## src/rtl/br_pkg.sv

```systemverilog
// Shared defaults and address-width helper for the br_param register file.
package br_pkg;

  localparam int DEFAULT_WIDTH = 32;
  localparam int DEFAULT_DEPTH = 32;

  function automatic int addr_width(input int depth);
    return (depth > 1) ? $clog2(depth) : 1;
  endfunction

endpackage

```

## src/rtl/br_scoreboard.sv

```systemverilog
// Per-register busy bits: set/clear on the clock edge, set wins a same-cycle clash.
// Two combinational lookups; out-of-range addresses read as not busy. No backpressure.
module br_scoreboard
  import br_pkg::*;
#(
  parameter int  DEPTH = DEFAULT_DEPTH,
  localparam int AW    = addr_width(DEPTH)
) (
  input  logic               clk,
  input  logic               rst_n,
  input  logic               set,
  input  logic [AW-1:0]      set_addr,
  input  logic               clr,
  input  logic [AW-1:0]      clr_addr,
  input  logic [1:0][AW-1:0] lk_addr,
  output logic [1:0]         lk_busy
);

  logic [DEPTH-1:0]     busy;
  logic [(1<<AW)-1:0]   busy_pad;

  always_ff @(posedge clk or negedge rst_n) begin
    if (!rst_n) begin
      busy <= '0;
    end else begin
      for (int i = 0; i < DEPTH; i++) begin
        if (set && set_addr == AW'(i)) begin
          busy[i] <= 1'b1;
        end else if (clr && clr_addr == AW'(i)) begin
          busy[i] <= 1'b0;
        end
      end
    end
  end

  // Zero-padding the vector to the full address space makes holes read as idle.
  always_comb begin
    busy_pad = '0;
    busy_pad[DEPTH-1:0] = busy;
  end

  assign lk_busy[0] = busy_pad[lk_addr[0]];
  assign lk_busy[1] = busy_pad[lk_addr[1]];

endmodule

```

## src/rtl/br_param.sv

```systemverilog
// Parameterised 2-read/1-write register file with busy scoreboard; reads are
// combinational (0 cycles), writes land on the rising edge. No backpressure.
module br_param
  import br_pkg::*;
#(
  parameter int  WIDTH    = DEFAULT_WIDTH,
  parameter int  DEPTH    = DEFAULT_DEPTH,
  parameter int  ZERO_REG = 1,
  parameter int  BYPASS   = 1,
  localparam int AW       = addr_width(DEPTH)
) (
  input  logic             clk,
  input  logic             rst_n,
  input  logic [AW-1:0]    a1,
  input  logic [AW-1:0]    a2,
  input  logic [AW-1:0]    a3,
  input  logic [WIDTH-1:0] wd3,
  input  logic             we,
  output logic [WIDTH-1:0] rd1,
  output logic [WIDTH-1:0] rd2,
  input  logic             bs,
  input  logic [AW-1:0]    bsa,
  output logic             busy1,
  output logic             busy2
);

  logic [WIDTH-1:0]       mem [DEPTH];
  logic                   wr_ok;
  logic                   set_ok;
  logic [1:0][AW-1:0]     ra;
  logic [1:0]             sb_busy;
  logic [1:0][WIDTH-1:0]  rd_o;
  logic [1:0]             busy_o;

  function automatic logic in_range(input logic [AW-1:0] a);
    return 32'(a) < 32'(DEPTH);
  endfunction

  function automatic logic writable(input logic [AW-1:0] a);
    return in_range(a) && !(ZERO_REG != 0 && a == '0);
  endfunction

  assign wr_ok  = we && writable(a3);
  assign set_ok = bs && writable(bsa);
  assign ra     = {a2, a1};

  always_ff @(posedge clk or negedge rst_n) begin
    if (!rst_n) begin
      for (int i = 0; i < DEPTH; i++) begin
        mem[i] <= '0;
      end
    end else if (wr_ok) begin
      mem[a3] <= wd3;
    end
  end

  br_scoreboard #(.DEPTH(DEPTH)) u_sb (
    .clk      (clk),
    .rst_n    (rst_n),
    .set      (set_ok),
    .set_addr (bsa),
    .clr      (wr_ok),
    .clr_addr (a3),
    .lk_addr  (ra),
    .lk_busy  (sb_busy)
  );

  for (genvar p = 0; p < 2; p++) begin : g_port
    logic [WIDTH-1:0] stored;
    logic             hit;

    if (ZERO_REG != 0) begin : g_zero
      assign stored = (in_range(ra[p]) && ra[p] != '0) ? mem[ra[p]] : '0;
    end else begin : g_nozero
      assign stored = in_range(ra[p]) ? mem[ra[p]] : '0;
    end

    // A forwarded value is by definition the result, so it cannot be pending.
    if (BYPASS != 0) begin : g_bypass
      assign hit = wr_ok && (a3 == ra[p]);
    end else begin : g_nobypass
      assign hit = 1'b0;
    end

    assign rd_o[p]   = !rst_n ? '0 : (hit ? wd3 : stored);
    assign busy_o[p] = rst_n && !hit && sb_busy[p];
  end

  assign rd1   = rd_o[0];
  assign rd2   = rd_o[1];
  assign busy1 = busy_o[0];
  assign busy2 = busy_o[1];

endmodule

```

## config.mk

```make
export PLATFORM = sky130hd
export DESIGN_NAME = br_param
export DESIGN_NICKNAME = d
export VERILOG_FILES = /design/src/rtl/br_pkg.sv /design/src/rtl/br_scoreboard.sv /design/src/rtl/br_param.sv
export SDC_FILE = /design/constraint.sdc
export NUM_CORES = 2
export LEC_CHECK = 0
export CAP_MARGIN = 20
export CORE_UTILIZATION = 46
export DETAILED_ROUTE_END_ITERATION = 6
export DONT_BUFFER_PORTS = 1
export PLACE_DENSITY_LB_ADDON = 0.05
export SLEW_MARGIN = 30
export SYNTH_ARGS = -nofsm -noshare
export SYNTH_HDL_FRONTEND = slang
export SYNTH_SLANG_ARGS = --single-unit
```

## constraint.sdc

```tcl
create_clock -name clk -period 4.4 [get_ports clk]
set_clock_uncertainty 0.1 [all_clocks]
set_input_delay 0.44 -clock clk [delete_from_list [all_inputs] [get_ports clk]]
set_output_delay 0.44 -clock clk [all_outputs]
set_load 0.005 [all_outputs]
```

==> flow_metrics.env <==
export IMPL_status="finished clean"
export IMPL_fin_hold_ws_ps=74.8
export IMPL_die_area_um2=124000
export IMPL_p_per_area_nw_per_um2=457
export IMPL_gp_congestion=0.812
export IMPL_rrSetupSlack_ps=2970
export IMPL_ys_async_sr_fraction=1.00
export IMPL_synth_seq_area_share=0.468
export IMPL_netlist_area_um2=56500
export IMPL_min_from="bsa[0]"
export IMPL_die_x_um=352
export IMPL_setup_viol=0
export IMPL_post_dp_hpwl_mm=98.1
export IMPL_path_clk_slew_ps=60
export IMPL_antenna_found_initial=5
export IMPL_fin_crit_ps=3920
export IMPL_min_to="u_sb.busy[6]"
export IMPL_synth_common_cells="1056 x dfrtp_1, 995 x mux2_2, 533 x mux4_2, 273 x clkbuf_1, 186 x a211oi_1"
export IMPL_firstDrtPassIters=5
export IMPL_max_slew_margin=0.214
export IMPL_p_total_mw=28.5
export IMPL_grt_first_pass_wirelength_mm=271
export IMPL_fill_cells=10000
export IMPL_crit_type="in2out"
export IMPL_area_growth_pct=10.3
export IMPL_r2r_cells=2
export IMPL_clockBufferDepth=3
export IMPL_postRouteAntennaNets=0
export IMPL_tightest_slew_ps=1180
export IMPL_cts_hold_buf=57
export IMPL_io_pins=122
export IMPL_yosysMostFrequentCell="dfrtp_1"
export IMPL_rsz0062_at_grt="no"
export IMPL_reg2reg_from="mem[458]"
export IMPL_endpoint_kind="output port"
export IMPL_critPathArrivalTime_ps=3380
export IMPL_synth_seq_cells=1056
export IMPL_wl_per_cell_um=34.8
export IMPL_placementRows=128
export IMPL_htree_levels=3
export IMPL_max_clock_freq_mhz=255
export IMPL_synth_cells=3721
export IMPL_die_h_um=352
export IMPL_finalHoldViolCount=0
export IMPL_synth_top_area_frac=0.468
export IMPL_drt_iter0_drc=3277
export IMPL_gr_total_overflow=0
export IMPL_synth_edff_count=0
export IMPL_leakagePower_nw=26.5
export IMPL_start_kind="input port"
export IMPL_cap_viol_max_count=0
export IMPL_port_buffers=0
export IMPL_cts_setup_buffers=0
export IMPL_vias_per_cell=6.75
export IMPL_grt_total_usage=0.297
export IMPL_hold_depth=2
export IMPL_min_path_type="in2reg"
export IMPL_start_util=0.464
export IMPL_crit_fanout=259
export IMPL_cts_root_buf="clkbuf_16"
export IMPL_post_cts_resized=0
export IMPL_drt_wl_total_mm=183
export IMPL_ys_flop_type="dfrtp_1"
export IMPL_synthesis_nets=3777
export IMPL_drc=0
export IMPL_critPathRequiredTime_ps=3860
export IMPL_coreArea_um2=122000
export IMPL_clk_latency_ps=710
export IMPL_layout_drive_gt1_share=0.514
export IMPL_finalSetupTns_ps=0
export IMPL_cts_tree="built"
export IMPL_ys_warn_count=0
export IMPL_fin_crit_sh=0.891
export IMPL_nets=3592
export IMPL_clkSinkCount=1056
export IMPL_netlist_top_cells_area="dfrtp_1 47%, mux4_2 21%, mux2_2 20%, a211oi_1 2.5%, clkbuf_1 1.8%"
export IMPL_ir_worst_vdd_v=0.000329
export IMPL_netlist_top_cell_by_area="dfrtp_1"
export IMPL_slew_viol_final=0
export IMPL_synth_avg_cell_area_um2=15.2
export IMPL_grt_max_degree=1060
export IMPL_synthDistinctLibCells=38
export IMPL_grt_pass1_vias=37700
export IMPL_cts_buffers_inserted=119
export IMPL_reg2reg_to="mem[458]"
export IMPL_vias=35500
==> layout make-up <==
cell class | count | area [µm²] | area share
tap | 1625 | 2030 | 0.0326
clock buffer | 185 | 3690 | 0.0592
inverter | 1 | 3.75 | 0.0000602
clock inverter | 30 | 299 | 0.00480
multi-input combinational | 2228 | 28600 | 0.459
antenna | 2 | 5.00 | 0.0000803
timing repair buffer | 130 | 1250 | 0.0201
sequential | 1056 | 26400 | 0.424
==> state kept, by name, summed over array words and instances, names as in the netlist <==
register	flops
u_sb.busy	32
mem	1024
==> worst max-delay path: stages <==
cell	delay [ps]
xnor2_1	390
nand3_1	270
o31ai_4	810
buf_4	520
a211oi_1	100
a211o_1	430
==> power by group <==
part           total [mW]  internal [mW]  switching, mW
clock network        10.2           6.00           4.16
registers            12.9           11.6           1.36
logic                5.39           3.43           1.96
==> kinds of logic (layout without fill, tap and decap cells) <==
group,after synthesis,after routing,share of synthesized area
AO/OA/AOI/OAI,392,392,0.0512
other,0,2,0
flip-flops,1056,1056,0.468
AND/OR/NAND/NOR,199,199,0.0195
multiplexers,1627,1627,0.428
XOR/XNOR,10,10,0.00155
buffers and inverters,437,346,0.0317
==> metal layers <==
| layer | global-route usage | part of all wire | vias up |
|---|---|---|---|
| met5 | 0 | 0 | - |
| met2 | 0.455 | 0.46 | 1284 |
| met1 | 0.432 | 0.44 | 19800 |
| met4 | 0.0945 | 0.032 | 0 |
| li1 | - | - | 14200 |
| met3 | 0.0517 | 0.066 | 310 |
==> per-stage QoR <==
step / instance area [µm²] / setup slack, ps / util / cells
after floorplan: 56500 / 1580 / - / 3721
after detailed placement: 57500 / 774 / 0.472 / 4970
after global placement: 57500 / 844 / 0.472 / 4970
final: 62300 / 480 / 0.511 / 5257
after CTS: 62100 / 771 / 0.510 / 5242
after global routing: 62300 / 581 / 0.511 / 5255
==> placed cells by master, fill, tap and decap left out, types with 25 or more instances in the layout <==
| master | synthesis | final |
|---|---|---|
| a211o_1 | 62 | 62 |
| mux2_2 | 995 | 995 |
| dfrtp_1 | 1056 | 1056 |
| o21ai_0 | 34 | 34 |
| buf_4 | 8 | 59 |
| mux4_2 | 533 | 533 |
| a211oi_1 | 186 | 185 |
| a22oi_1 | 62 | 62 |
| mux2i_1 | 99 | 99 |
| a21oi_1 | 32 | 32 |
| clkbuf_1 | 273 | 25 |
| clkbuf_8 | 0 | 36 |
| buf_2 | 97 | 27 |
| clkbuf_16 | 0 | 124 |
| nor2b_1 | 97 | 95 |
| nand2_1 | 36 | 25 |
| dlygate4sd3_1 | 0 | 28 |
==> worst max path at each step <==
stage	slack, ps	depth (start not counted)	from	to
3_5_place_dp	770	6	a3[3]	rd1[18]
6_report	480	6	a1[0]	rd1[18]
4_1_cts	770	6	a3[3]	rd1[18]
2_1_floorplan	1580	7	a2[1]	rd2[16]
5_1_grt	580	9	rst_n	rd1[18]
3_3_place_gp	840	6	a3[2]	rd1[18]
Note: power is estimated with default switching activity, not from simulation.
